**config.mk**
```make
export PLATFORM = sky130hd
export DESIGN_NAME = pwm_breath_ctr
export DESIGN_NICKNAME = d
export VERILOG_FILES = /design/src/rtl/pwm_breath_ctr_pkg.sv /design/src/rtl/pwm_breath_ctr_ms_tick.sv /design/src/rtl/pwm_breath_ctr.sv
export SDC_FILE = /design/constraint.sdc
export NUM_CORES = 1
export LEC_CHECK = 0
export CORE_ASPECT_RATIO = 1.25
export CORE_MARGIN = 1
export CORE_UTILIZATION = 50
export CTS_CLUSTER_DIAMETER = 50
export DETAILED_ROUTE_END_ITERATION = 10
export GPL_TIMING_DRIVEN = 0
export HOLD_SLACK_MARGIN = 0.1
export PLACE_DENSITY = 0.87
export SETUP_SLACK_MARGIN = 0.2
export SKIP_CTS_REPAIR_TIMING = 1
export SYNTH_ARGS = -nofsm -noshare
export SYNTH_HDL_FRONTEND = slang
export SYNTH_SLANG_ARGS = --single-unit
```
**constraint.sdc**
```tcl
create_clock -name clk -period 4.2 [get_ports clk]
set_input_delay 0.84 -clock clk [delete_from_list [all_inputs] [get_ports clk]]
set_output_delay 0.84 -clock clk [all_outputs]
set_load 0.005 [all_outputs]
```
**src/rtl/pwm_breath_ctr_pkg.sv**
```systemverilog
// Shared definitions for the LED breathing sequencer: state encoding,
// duty scale and the millisecond prescaler divisor.
package pwm_breath_ctr_pkg;

  typedef enum logic [2:0] {
    ST_IDLE    = 3'd0,
    ST_RISE    = 3'd1,
    ST_HOLD_HI = 3'd2,
    ST_FALL    = 3'd3,
    ST_HOLD_LO = 3'd4
  } state_e;

  localparam logic [9:0]  DUTY_FULL  = 10'd100;
  localparam int unsigned MS_PER_MHZ = 1000;

  // Clock cycles per millisecond for a clock given in MHz.
  function automatic int unsigned ms_div(input int unsigned clk_fre);
    return clk_fre * MS_PER_MHZ;
  endfunction

endpackage

```
**src/rtl/pwm_breath_ctr_ms_tick.sv**
```systemverilog
// Millisecond prescaler: counts 0..DIV-1 while clr is low and flags the
// terminal count for one clock before wrapping.
module ms_tick_gen #(
  parameter int unsigned DIV = 50000
) (
  input  logic clk,
  input  logic rst_n,
  input  logic clr,
  output logic tick
);

  localparam int W = (DIV > 1) ? $clog2(DIV) : 1;
  localparam logic [W-1:0] TC = W'(DIV - 1);

  logic [W-1:0] cnt_q, cnt_d;

  // Terminal count is decoded straight from the register so the tick never
  // depends on clr (clr itself is derived from the FSM, which uses tick).
  assign tick = (cnt_q == TC);

  // Next prescaler value: held at zero while cleared, wraps on terminal count.
  always_comb begin
    cnt_d = cnt_q;
    if (clr) begin
      cnt_d = '0;
    end else if (tick) begin
      cnt_d = '0;
    end else begin
      cnt_d = cnt_q + 1'b1;
    end
  end

  // Prescaler register.
  always_ff @(posedge clk or negedge rst_n) begin
    if (!rst_n) begin
      cnt_q <= '0;
    end else begin
      cnt_q <= cnt_d;
    end
  end

endmodule

```
**src/rtl/pwm_breath_ctr.sv**
```systemverilog
// LED breathing sequencer feeding duty and rate to a PWM generator.
//
// state      | meaning
// -----------+-----------------------------------------------------------
// ST_IDLE    | output off; waits for en, then latches the configuration
// ST_RISE    | duty climbs by step_c every step_ms until it reaches max_c
// ST_HOLD_HI | dwell at max_c for hold_hi_ms (0 = one clock)
// ST_FALL    | duty drops by step_c every step_ms until it reaches min_c
// ST_HOLD_LO | dwell at min_c for hold_lo_ms, then end-of-cycle pulse
import pwm_breath_ctr_pkg::*;

module pwm_breath_ctr #(
  parameter int unsigned CLK_FRE  = 50,
  parameter int unsigned PWM_RATE = 1000
) (
  input  logic        clk,
  input  logic        rst_n,
  input  logic        en,
  input  logic        one_shot,
  input  logic [9:0]  duty_min,
  input  logic [9:0]  duty_max,
  input  logic [6:0]  duty_step,
  input  logic [15:0] step_ms,
  input  logic [15:0] hold_hi_ms,
  input  logic [15:0] hold_lo_ms,
  output logic [9:0]  pwm_duty,
  output logic [20:0] pwm_rate,
  output logic        busy,
  output logic        cycle_done
);

  localparam int unsigned MS_DIV = ms_div(CLK_FRE);

  state_e      state_q, state_d;
  logic [9:0]  duty_q, duty_d;
  logic [9:0]  min_c_q, min_c_d;
  logic [9:0]  max_c_q, max_c_d;
  logic [6:0]  step_c_q, step_c_d;
  logic [15:0] step_ms_c_q, step_ms_c_d;
  logic [15:0] hold_hi_c_q, hold_hi_c_d;
  logic [15:0] hold_lo_c_q, hold_lo_c_d;
  logic        one_shot_c_q, one_shot_c_d;
  logic        busy_q, busy_d;
  logic        done_q, done_d;
  logic [15:0] ms_cnt_q, ms_cnt_d;

  logic        tick;
  logic        restart;
  logic        expire;
  logic [15:0] interval;
  logic [9:0]  max_in, min_in;
  logic [10:0] rise_sum, fall_floor;
  logic [9:0]  rise_val, fall_val;

  assign pwm_rate   = 21'(PWM_RATE);
  assign pwm_duty   = duty_q;
  assign busy       = busy_q;
  assign cycle_done = done_q;

  ms_tick_gen #(.DIV(MS_DIV)) u_ms_tick (
    .clk   (clk),
    .rst_n (rst_n),
    .clr   (restart),
    .tick  (tick)
  );

  // Sanitised configuration as it would be captured at start.
  always_comb begin
    max_in = (duty_max > DUTY_FULL) ? DUTY_FULL : duty_max;
    min_in = (duty_min > max_in) ? max_in : duty_min;
  end

  // Interval of the current state and its expiry; a zero-length hold
  // expires on the first clock spent in the state.
  always_comb begin
    interval = 16'd0;
    case (state_q)
      ST_RISE, ST_FALL: interval = step_ms_c_q;
      ST_HOLD_HI:       interval = hold_hi_c_q;
      ST_HOLD_LO:       interval = hold_lo_c_q;
      default:          interval = 16'd0;
    endcase
    expire = (state_q != ST_IDLE) &&
             ((interval == 16'd0) || (tick && (ms_cnt_q == interval - 16'd1)));
  end

  // Clamped step results, computed one bit wider so the sum cannot wrap.
  always_comb begin
    rise_sum   = {1'b0, duty_q} + {4'b0, step_c_q};
    rise_val   = (rise_sum > {1'b0, max_c_q}) ? max_c_q : rise_sum[9:0];
    fall_floor = {1'b0, min_c_q} + {4'b0, step_c_q};
    fall_val   = ({1'b0, duty_q} <= fall_floor) ? min_c_q : (duty_q - {3'b0, step_c_q});
  end

  // Next-state, duty and shadow configuration; en low overrides everything.
  always_comb begin
    state_d      = state_q;
    duty_d       = duty_q;
    min_c_d      = min_c_q;
    max_c_d      = max_c_q;
    step_c_d     = step_c_q;
    step_ms_c_d  = step_ms_c_q;
    hold_hi_c_d  = hold_hi_c_q;
    hold_lo_c_d  = hold_lo_c_q;
    one_shot_c_d = one_shot_c_q;
    done_d       = 1'b0;
    if (!en) begin
      state_d = ST_IDLE;
      duty_d  = 10'd0;
    end else begin
      case (state_q)
        ST_IDLE: begin
          max_c_d      = max_in;
          min_c_d      = min_in;
          step_c_d     = (duty_step == 7'd0) ? 7'd1 : duty_step;
          step_ms_c_d  = (step_ms == 16'd0) ? 16'd1 : step_ms;
          hold_hi_c_d  = hold_hi_ms;
          hold_lo_c_d  = hold_lo_ms;
          one_shot_c_d = one_shot;
          duty_d       = min_in;
          state_d      = ST_RISE;
        end
        ST_RISE: begin
          if (expire) begin
            duty_d = rise_val;
            if (rise_val == max_c_q) state_d = ST_HOLD_HI;
          end
        end
        ST_HOLD_HI: begin
          if (expire) state_d = ST_FALL;
        end
        ST_FALL: begin
          if (expire) begin
            duty_d = fall_val;
            if (fall_val == min_c_q) state_d = ST_HOLD_LO;
          end
        end
        ST_HOLD_LO: begin
          if (expire) begin
            done_d = 1'b1;
            if (one_shot_c_q) begin
              state_d = ST_IDLE;
              duty_d  = 10'd0;
            end else begin
              state_d = ST_RISE;
            end
          end
        end
        default: begin
          state_d = ST_IDLE;
          duty_d  = 10'd0;
        end
      endcase
    end
    busy_d = (state_d != ST_IDLE);
  end

  // Both timers restart on every state change and stay parked in IDLE, so
  // each state always gets its full interval.
  always_comb begin
    restart = (state_d != state_q) || (state_q == ST_IDLE);
    if (restart || expire) begin
      ms_cnt_d = 16'd0;
    end else if (tick) begin
      ms_cnt_d = ms_cnt_q + 16'd1;
    end else begin
      ms_cnt_d = ms_cnt_q;
    end
  end

  // State, output and shadow registers.
  always_ff @(posedge clk or negedge rst_n) begin
    if (!rst_n) begin
      state_q      <= ST_IDLE;
      duty_q       <= 10'd0;
      min_c_q      <= 10'd0;
      max_c_q      <= 10'd0;
      step_c_q     <= 7'd0;
      step_ms_c_q  <= 16'd0;
      hold_hi_c_q  <= 16'd0;
      hold_lo_c_q  <= 16'd0;
      one_shot_c_q <= 1'b0;
      busy_q       <= 1'b0;
      done_q       <= 1'b0;
      ms_cnt_q     <= 16'd0;
    end else begin
      state_q      <= state_d;
      duty_q       <= duty_d;
      min_c_q      <= min_c_d;
      max_c_q      <= max_c_d;
      step_c_q     <= step_c_d;
      step_ms_c_q  <= step_ms_c_d;
      hold_hi_c_q  <= hold_hi_c_d;
      hold_lo_c_q  <= hold_lo_c_d;
      one_shot_c_q <= one_shot_c_d;
      busy_q       <= busy_d;
      done_q       <= done_d;
      ms_cnt_q     <= ms_cnt_d;
    end
  end

endmodule

```
Word-level counts from Yosys, hierarchy flattened --
Cells that the tools add are included.
Storage, ports and cells: bits of input ports 79, register bits 123
Operators by class: reduce and logical (&&, ||, !) cells 15, $add $sub $neg 6, muxes and demuxes 29, $lt $le $gt $ge 4, equality and inequality tests 14
Operator list (count):
- 2-to-1 mux 10 bit | 9
- 2-to-1 mux 16 bit | 5
- case mux 10 bit (5 select lines) | 1
- case mux 16 bit (3 select lines) | 1
- adder 16 x 1 -> 16 bit, second input constant | 2
- zero test 16 bit | 2
- adder 10 x 7 -> 11 bit | 2
- 2-to-1 mux 3 bit | 7
- equality test 10 bit | 2
- equality test 16 bit | 1
- equality test 16 bit, second input constant | 1
- subtractor 16 x 1 -> 16 bit, second input constant | 1
- case mux 3 bit (5 select lines) | 1
- inequality test 3 bit, second input constant | 4
- greater-than comparator 11 x 10 -> 1 bit | 1
- <= comparator 10 x 11 -> 1 bit | 1
- greater-than comparator 10 bit | 1
- greater-than comparator 10 x 7 -> 1 bit, second input constant | 1
- subtractor 10 x 7 -> 10 bit | 1
- zero test 7 bit | 1
- 2-to-1 mux 7 bit | 1
- equality test 3 x 2 -> 1 bit, second input constant | 2
- nonzero test 3 bit | 2
- AND reduction 5 bit | 1
- 11 further kinds | 17

Longest topological paths before layout --
Gate-level depths: netlist of the first run.
depth after elaboration 15, depth in mapped cells 21, mapped depth without buffers 18

By module --
Synthesis of the first run repeated with hierarchy kept, for this count alone.
Second synthesis, totals: cell total of the unflattened synthesis 1118, area, all modules 9152.5 sq um
By module, submodules not included:
- pwm_breath_ctr | area an instance 8330.5 sq um, cells an instance 1034, times used 1
- ms_tick_gen | area an instance 822.0 sq um, cells an instance 84, times used 1

Worst setup path after synthesis of the first run --
Ideal clock, no wire load.
path type register to register, from register duty_q[5] (netlist: pwm_duty[5]), to register ms_cnt_q[10], data required time 4.080 ns, period minus slack after synthesis 4.126 ns, data arrival time 4.007 ns, path buffers 3, stages on the path, launching flop included 20, slack 0.074 ns, cells stage by stage dfrtp_1 -> ha_1 -> clkbuf_1 -> clkbuf_1 -> nor2b_1 -> o21ba_2 -> a31oi_1 -> and3_1 -> xor2_1 -> ha_1 -> a21oi_1 -> nand2_1 -> o21ai_0 -> and2_1 -> o2111ai_1 -> a22oi_1 -> o211ai_2 -> a21oi_2 -> buf_6 -> nor3_2
Between the ends: cells in the longest elaborated chain, start to end 12, elaborated cells on any way between the ends 19
Ends and longest elaborated chain:
- from (decl) | line pwm_breath_ctr.sv:35 | logic [9:0] duty_q, duty_d;
- from (signal assigned) | line pwm_breath_ctr.sv:188 | duty_q <= duty_d;
- adder 10 x 7 -> 11 bit | line pwm_breath_ctr.sv:89 | rise_sum = {1'b0, duty_q} + {4'b0, step_c_q};
- greater-than comparator 11 x 10 -> 1 bit | line pwm_breath_ctr.sv:90 | rise_val = (rise_sum > {1'b0, max_c_q}) ? max_c_q : rise_sum[9:0];
- 2-to-1 mux 10 bit | line pwm_breath_ctr.sv:90
- equality test 10 bit | line pwm_breath_ctr.sv:126 | if (rise_val == max_c_q) state_d = ST_HOLD_HI;
- 2-to-1 mux 3 bit | line pwm_breath_ctr.sv:126
- 2-to-1 mux 3 bit | line pwm_breath_ctr.sv:124 | if (expire) begin
- case mux 3 bit (5 select lines) * | line pwm_breath_ctr.sv:111 | case (state_q)
- 2-to-1 mux 3 bit * | line pwm_breath_ctr.sv:107 | if (!en) begin
- inequality test 3 bit * | line pwm_breath_ctr.sv:161 | restart = (state_d != state_q) || (state_q == ST_IDLE);
- logical OR 1 bit * | line pwm_breath_ctr.sv:161
- logical OR 1 bit * | line pwm_breath_ctr.sv:162 | if (restart || expire) begin
- 2-to-1 mux 16 bit / nonzero test 2 bit (equally long branches)
- to (signal assigned) | line pwm_breath_ctr.sv:198 | ms_cnt_q <= ms_cnt_d;
- to (decl) | line pwm_breath_ctr.sv:45 | logic [15:0] ms_cnt_q, ms_cnt_d;
Mark *: on every way between the ends. The rest lies on a longest branch, timed or not. A chain may end at the register's enable or synchronous reset.

Worst setup path in the final report of the first run --
from register duty_q[4] (netlist: pwm_duty[4]), to register u_ms_tick.cnt_q[7]
Between the ends: cells in the longest elaborated chain, start to end 11, elaborated cells on any way between the ends 17
Ends and longest elaborated chain:
- adder 10 x 7 -> 11 bit | line pwm_breath_ctr.sv:89
- greater-than comparator 11 x 10 -> 1 bit | line pwm_breath_ctr.sv:90
- 2-to-1 mux 10 bit | line pwm_breath_ctr.sv:90
- equality test 10 bit | line pwm_breath_ctr.sv:126
- 2-to-1 mux 3 bit | line pwm_breath_ctr.sv:126
- 2-to-1 mux 3 bit | line pwm_breath_ctr.sv:124
- case mux 3 bit (5 select lines) * | line pwm_breath_ctr.sv:111
- 2-to-1 mux 3 bit * | line pwm_breath_ctr.sv:107
- inequality test 3 bit * | line pwm_breath_ctr.sv:161
- logical OR 1 bit * | line pwm_breath_ctr.sv:161
- 2-to-1 mux 16 bit * | line pwm_breath_ctr_ms_tick.sv:24 | if (clr) begin
- net u_ms_tick.cnt_d[7] | line pwm_breath_ctr_ms_tick.sv:15 | logic [W-1:0] cnt_q, cnt_d;
- to (signal assigned) | line pwm_breath_ctr_ms_tick.sv:38 | cnt_q <= cnt_d;
- to (decl) | line pwm_breath_ctr_ms_tick.sv:15
Mark *: on every way through the listed nets, which the timed path passes. The rest lies on a longest branch.

==> results.tsv, run 1 <==
stage	metric	value	unit
outcome	status	complete, but fails checks	
outcome	violations	negative setup slack	
cells_and_area	post-route-util	66.52	%
die	design.core.area	19470	um2
sta	fin_hold_ws	0.3583	ns
setup_path	crit_family	compound AO/OA/AOI/OAI gates	
clock_network	numClockSinks	123	
clock_network	clock_latency	0.44	ns
cells_and_area	final_nets	1489	
global_routing	grt-ovfl-total	0	
global_routing	antenna_found_initial	0	
power	irDropWorstVdd	0.3700	mV
cells_and_area	syn2layout_area_growth	30.43	%
routing	antenna_left	0	
place	port_buffers	90	
synthesis	netlist_instances	1176	
cells_and_area	antenna_cells	0	
power	p_int	3.638	mW
worst_hold_path	min_path_type	input pin to asynchronous set/reset pin	
clock_network	htreeDepth	4	
die	io_pins	112	
synthesis	avgSynthCellArea	8.443	um2
synthesis	synth_edf_count	0	
die	fp.dieW	128.0	um
routing	wl	31780	um
power	comb_power_share	48.3	%
sta	worst_slew_pin_slew	0.9891	ns
synthesis	yosys_warnings	0	
power	pwr-share-seq	25.2	%
setup_path	critPathMaxFanout	10	
setup_path	required	4.52	ns
routing	routedWlPerCell	19.49	um
die	die_area	20430	um2
place	placed_cells	1554	
global_routing	grt_start_max_net_pins	72	
cells_and_area	drive_gt1_share	20.35	%
die	initial_core_util	51.00	%
sta	fmax	237.8	MHz
die	die_h	159.6	um
clock_network	clk_path_buf_depth	2	
clock_network	clkTransAtPathRegs	0.06	ns
setup_path	worst_setup_path_end_kind	flip-flop	
synthesis	synth_cell_types	94	
setup_path	crit_path_start_kind	flip-flop	
sta	period_needed	4.205	ns
setup_path	crit_chain	ha_1, buf_6, buf_6, a211o_1, a211oi_4, xor2_1, ha_1, a21o_1, a21oi_2, nand2_1, o21ai_2, and2_4, o2111ai_4, a22oi_2, o211ai_2, a21oi_4, buf_12, clkbuf_16, nor3_2	
power	p_leak	5.694	nW
routing	dr.pass1.iters	5	
sta	rsz0062_at_grt	true	
die	row_count	57	
place	place_congestion	0.9810	
setup_path	slowest_stage	dfrtp_2	
clock_network	clockRootBuffer	clkbuf_16	
routing	drc	0	
place	post-dp-hpwl	21560	um
synthesis	synthFlopType	dfrtp_1	
sta	setup_violations	7	
global_routing	grt_usage	29.18	%
sta	maxSlewHeadroom	34.06	%
clock_network	cts_buffers	17	
sta	setup_slack	-0.004525	ns
routing	drt_iter0_markers	808	
setup_path	worst-path-buf-inv	4	
synthesis	async_flop_share	100.0	%
synthesis	yosysSeqAreaShare	31.00	%
sta	worst_clock_skew	0.009722	ns
place	place_ws	-0.8053	ns
power	clkPwrFrac	26.5	%
routing	viasPerCell	5.970	
job	drv_cap	0	
sta	tns	-0.01593	ns
synthesis	synth_seq_cells	123	
power	power_density	459.5	nW/um2
synthesis	syn-cell-area	9930	um2
routing	routed-via-count	9737	
sta	final_max_slew_viol_count	0	
global_routing	grt_pass1_vias	9387	
setup_path	arrival	4.52	ns
cells_and_area	layoutNonFillerInstCount	1631	
sta	fin_crit_sh	100.1	%
setup_path	path_class	flip-flop to flip-flop	
power	power.switching	2.312	mW
clock_network	cts_tree	done	
sta	hold_viol_final	0	
power	swShare	38.86	%
global_routing	grt_pass1_wl	46800	um
setup_path	cpPeakStageDelay	0.44	ns
[layer usage]
metal / wire length (um) / track usage (%)
met1: 11470 / 33.17
met2: 16580 / 51.68
met3: 1892 / 4.402
met4: 1845 / 16.42
met5: 0 / 0
[synth_stat cells, drive strengths merged, types with 17 or more instances]
cell type	instances	area share [%]
nand2	240	9.1
xnor2	61	5.5
clkbuf	37	1.4
inv	38	1.4
o21ai	53	2.7
nor3	49	4.2
ha	54	6.8
nand3	51	2.6
nor2	64	2.4
mux2i	20	2.0
xor2	26	2.3
a211oi	20	1.8
a21oi	43	2.2
nand4	17	1.1
buf	47	3.8
nor2b	17	1.1
dfrtp	123	31
[layout make-up]
class / instances / area, um2
buffer: 84 / 626.9
clock buffer: 18 / 439.2
clock inverter: 14 / 183.9
fill: 1446 / 6519
inverter: 39 / 146.4
multi-input combinational: 952 / 6787
sequential: 123 / 3088
tap: 265 / 331.6
timing repair buffer: 136 / 1349
[worst paths after layout]
kind                                 start            endpoint  slack (ns)  depth (start not counted)
min                                  rst_n  u_ms_tick.cnt_q[6]        0.36                          1
min reg2reg                hold_lo_c_q[12]     hold_lo_c_q[12]        0.48                          2
max                            pwm_duty[4]  u_ms_tick.cnt_q[7]      -0.005                         19
max reg2reg                    pwm_duty[4]  u_ms_tick.cnt_q[7]      -0.005                         19
max in group asynchronous            rst_n          min_c_q[0]        3.10                          2
min in group clk           hold_lo_c_q[12]     hold_lo_c_q[12]        0.48                          2
[power groups by stage]
stage / Sequential, mW / Clock, mW / Combinational [mW]
CTS: 1.49 / 1.57 / 2.18
global route: 1.51 / 1.63 / 3.07
detailed placement: 1.50 / 0 / 2.16
global placement: 1.50 / 0 / 2.10
finish: 1.50 / 1.58 / 2.87
floorplan: 1.44 / 0 / 1.59
[worst reg2reg max path, stage by stage (launching register included)]
cell	delay, ns
dfrtp_2	0.44
ha_1	0.33
buf_6	0.15
buf_6	0.14
a211o_1	0.30
a211oi_4	0.28
xor2_1	0.24
ha_1	0.30
a21o_1	0.19
a21oi_2	0.15
nand2_1	0.08
o21ai_2	0.17
and2_4	0.19
o2111ai_4	0.11
a22oi_2	0.32
o211ai_2	0.16
a21oi_4	0.19
buf_12	0.16
clkbuf_16	0.16
nor3_2	0.04
[stage by stage]
stage | instance area [um2] | power, mW
global route | 12950 | 6.217
detailed placement | 11290 | 3.661
finish | 12950 | 5.951
floorplan | 10030 | 3.031
global placement | 11260 | 3.604
CTS | 11910 | 5.242
[cells in the final DEF, fill, tap and decap left out, types with 15 or more instances in the layout]
cell type and instances:
xnor2_1 58, mux2i_1 16, a21oi_1 32, buf_6 17, clkdlybuf4s50_1 89, nand3_1 49, nand3b_1 15, clkbuf_1 24
nor2_1 63, o21ai_0 41, nor3_2 28, nand2_1 238, inv_1 34, clkbuf_16 20, ha_1 45, buf_4 64
nand4_1 17, xor2_1 25, conb_1 24, dfrtp_1 115
[registers in the layout, summed over array words and instances (netlist names), 7 cells and up]
| register | cells |
|---|---|
| step_c_q | 7 |
| hold_lo_c_q | 16 |
| hold_hi_c_q | 16 |
| min_c_q | 10 |
| u_ms_tick.cnt_q | 16 |
| max_c_q | 10 |
| ms_cnt_q | 16 |
| pwm_duty | 10 |
| step_ms_c_q | 16 |
[cell families after synthesis]
logic type | share of synthesized area (%)
AND/OR/NAND/NOR | 29.07
AO/OA/AOI/OAI | 15.23
flip-flops | 31.00
buffers and inverters | 6.653
XOR/XNOR | 8.203
adder cells (fa/ha/maj) | 7.409
multiplexers | 2.356
other | 0.07563
Note: power is estimated with default switching activity, not from simulation.
==> run 2, diff against run 1 <==
PLACE_DENSITY = 0.88   (was 0.87)
SYNTH_HIERARCHICAL = 1   (was default)
==> results.tsv, run 2 <==
stage	metric	value	unit	change
setup_path	required	4.50	ns	-0.02 ns
setup_path	path_class	flip-flop to flip-flop		
clock_network	htreeDepth	4		unchanged
global_routing	grt-ovfl-total	0		unchanged
synthesis	yosysSeqAreaShare	33.63	%	+2.6 points
global_routing	grt_pass1_vias	8756		-6.7%
sta	rsz0062_at_grt	true		
global_routing	gr-usage-met3	3.881	%	-0.52 points
power	swShare	43.42	%	+4.6 points
global_routing	grt_start_max_net_pins	89		+24%
synthesis	async_flop_share	100.0	%	unchanged
clock_network	cts_buffers	17		unchanged
die	die_h	153.3	um	-3.9%
place	placed_cells	1455		-6.4%
global_routing	grt_pass1_wl	43990	um	-6.0%
routing	viasPerCell	6.184		+3.6%
setup_path	arrival	5.13	ns	+0.61 ns
synthesis	synthFlopType	dfrtp_1		
routing	drt_iter0_markers	1003		+24%
global_routing	antenna_found_initial	0		unchanged
global_routing	grt_usage	30.00	%	+0.81 points
setup_path	worst_setup_path_end_kind	flip-flop		
cells_and_area	syn2layout_area_growth	34.03	%	
cells_and_area	final_nets	1451		-2.6%
synthesis	avgSynthCellArea	8.187	um2	-3.0%
power	power	7.742	mW	+30%
sta	setup_slack	-0.6305	ns	-0.6260 ns
power	clkPwrFrac	20.2	%	-6.3 points
power	power_density	631.1	nW/um2	+37%
sta	fmax	207.0	MHz	-13%
synthesis	syn-cell-area	9153	um2	-7.8%
job	drv_cap	0		unchanged
power	p_leak	5.269	nW	-7.5%
outcome	violations	negative setup slack		
die	initial_core_util	51.70	%	+0.70 points
die	row_count	54		-5.3%
routing	routedWlPerCell	19.91	um	+2.2%
routing	antenna_left	0		unchanged
routing	wl	30900	um	-2.8%
die	fp.dieW	123.0	um	-3.9%
power	comb_power_share	57.8	%	+9.5 points
clock_network	clock_latency	0.42	ns	-0.02 ns
synthesis	netlist_instances	1118		-4.9%
setup_path	critPathMostFrequentCell	a31oi_4		
place	port_buffers	90		unchanged
clock_network	clockRootBuffer	clkbuf_16		
global_routing	grt_use_met1	36.84	%	+3.7 points
worst_hold_path	min_path_type	input pin to asynchronous set/reset pin		
synthesis	synthTopCellsByArea	dfrtp_1, nand2_1, ha_1, xnor2_1, nor2_1		
global_routing	use_met2	50.27	%	-1.4 points
routing	routed-via-count	9597		-1.4%
synthesis	synth_top_area_share	33.63	%	+2.6 points
place	place_congestion	0.9647		-1.7%
setup_path	critPathMaxFanout	10		unchanged
sta	setup_violations	25		+18
die	design.core.area	17700	um2	-9.1%
setup_path	crit_family	compound AO/OA/AOI/OAI gates		
cells_and_area	layoutNonFillerInstCount	1552		-4.8%
place	place_ws	-0.8962	ns	-0.09088 ns
power	irDropWorstVdd	0.3013	mV	-19%
synthesis	yosysMostFrequentCell	nand2_1		
setup_path	crit_chain	buf_4, nor4bb_1, a211o_4, clkinvlp_4, ha_4, inv_1, nand2_1, a2111oi_1, a41o_1, a221oi_1, a211oi_2, a31oi_4, o31a_1, a31oi_4, nand3_2, o2111ai_4, or2_0, buf_6, buf_8, nor2_4		
routing	drc	0		unchanged
power	power.switching	3.362	mW	+45%
sta	hold_viol_final	0		unchanged
setup_path	worst-path-buf-inv	5		+1
sta	final_max_slew_viol_count	0		unchanged
die	io_pins	112		unchanged
clock_network	clkTransAtPathRegs	0.06	ns	about the same
clock_network	numClockSinks	123		unchanged
setup_path	crit_path_start_kind	flip-flop		
cells_and_area	layout_commonest_cell	nand2_1		
sta	worst_slew_pin_slew	1.248	ns	+0.2585 ns
global_routing	busiest_layer	met2		
clock_network	cts_tree	done		
cells_and_area	drive_gt1_share	19.35	%	-1.0 points
synthesis	synth_seq_cells	123		unchanged
sta	maxSlewHeadroom	16.52	%	-18 points
power	p_int	4.380	mW	+20%
synthesis	synth_cell_types	81		-14%
place	post-dp-hpwl	20480	um	-5.0%
synthesis	netlist_top_cells_count	nand2_1, dfrtp_1, nor2_1		
setup_path	slowest_stage	nor4bb_1		
setup_path	cpPeakStageDelay	0.76	ns	+0.32 ns
synthesis	yosysTopAreaCell	dfrtp_1		
sta	period_needed	4.830	ns	+0.6260 ns
clock_network	clk_path_buf_depth	2		unchanged
sta	worst_clock_skew	0.01029	ns	+0.0005629 ns
synthesis	synth_edf_count	0		unchanged
outcome	status	complete, but fails checks		
cells_and_area	antenna_cells	0		unchanged
die	die_area	18850	um2	-7.7%
cells_and_area	layout_common_cells	nand2_1, dfrtp_1, clkdlybuf4s50_1, buf_4, nor2_1		
sta	fin_crit_sh	115.0	%	+15 points
power	pwr-share-seq	21.9	%	-3.3 points
routing	dr.pass1.iters	8		+3
synthesis	yosys_warnings	6		+6
[run 2: cell types whose count changed after synthesis, sizes merged, moves of 13 or more]
cell and change:
buf -15, nor3 -34, nor2 +27, mux2i -15, nand3 -22, o211a -13
nand2 -13
[run 2: layout make-up]
cell class | instances | area (um2)
buffer | 71 | 424.2
clock buffer | 17 | 425.4
clock inverter | 15 | 186.4
fill | 1260 | 5435
inverter | 45 | 181.4
multi-input combinational | 902 | 6255
sequential | 123 | 3093
tap | 224 | 280.3
timing repair buffer | 155 | 1421
[run 2: worst paths after layout]
check | from | to | slack, ns | cells after the start
setup / recovery | state_q[2] | u_ms_tick/cnt_q[14] | -0.63 | 20
min in group clk | hold_hi_c_q[9] | hold_hi_c_q[9] | 0.47 | 2
hold / removal | rst_n | u_ms_tick/cnt_q[7] | 0.31 | 1
setup reg to reg | state_q[2] | u_ms_tick/cnt_q[14] | -0.63 | 20
max in group asynchronous | rst_n | min_c_q[0] | 3.08 | 2
hold reg to reg | hold_hi_c_q[9] | hold_hi_c_q[9] | 0.47 | 2
[run 2: logic make-up after synthesis]
| logic type | synth area share (%) |
|---|---|
| muxes | 1.162 |
| xor gates and xnor gates | 7.081 |
| and+or+nand+nor | 27.30 |
| adders and majority gates | 8.038 |
| buffers and inverters | 5.878 |
| other | 0.08205 |
| AOI/OAI and AO/OA | 16.83 |
| DFF | 33.63 |
[run 2: through the flow]
step | util, % | area [um2] | TNS [ns] | hold slack, ns
final | 69.30 | 12270 | -10.18 | 0.3111
after global routing | 69.30 | 12270 | -13.98 | 0.3406
after CTS | 62.77 | 11110 | -16.59 | 0.3330
after detailed placement | 59.32 | 10500 | -21.41 | 0.4557
after global placement | 59.15 | 10470 | -315.82 | 0.4521
after floorplan | - | 9290 | 0 | 0.4374
[run 2: worst register-to-register path, cell delays in order (launching register included)]
cell and delay, ns:
dfrtp_2 0.46, buf_4 0.19, nor4bb_1 0.76, a211o_4 0.25, clkinvlp_4 0.15, ha_4 0.21, inv_1 0.10, nand2_1 0.07
a2111oi_1 0.41, a41o_1 0.15, a221oi_1 0.11, a211oi_2 0.32, a31oi_4 0.17, o31a_1 0.36, a31oi_4 0.21, nand3_2 0.12
o2111ai_4 0.18, or2_0 0.18, buf_6 0.14, buf_8 0.15, nor2_4 0.03
[run 2: routing by layer]
| metal | up-vias | part of all wire [%] | wire length, um |
|---|---|---|---|
| met1 | 4524 | 37 | 11420 |
| li1 | 4290 | - | - |
| met2 | 601 | 49 | 15290 |
| met4 | 0 | 6.7 | 2082 |
| met5 | - | 0 | 0 |
| met3 | 182 | 6.8 | 2107 |
[run 2: power by group through the flow]
stage	Clock, mW	Combinational [mW]	Sequential (mW)
floorplan	0	2.49	1.57
global placement	0	3.28	1.66
detailed placement	0	3.35	1.67
CTS	1.55	3.38	1.65
global route	1.61	4.80	1.71
finish	1.57	4.48	1.70
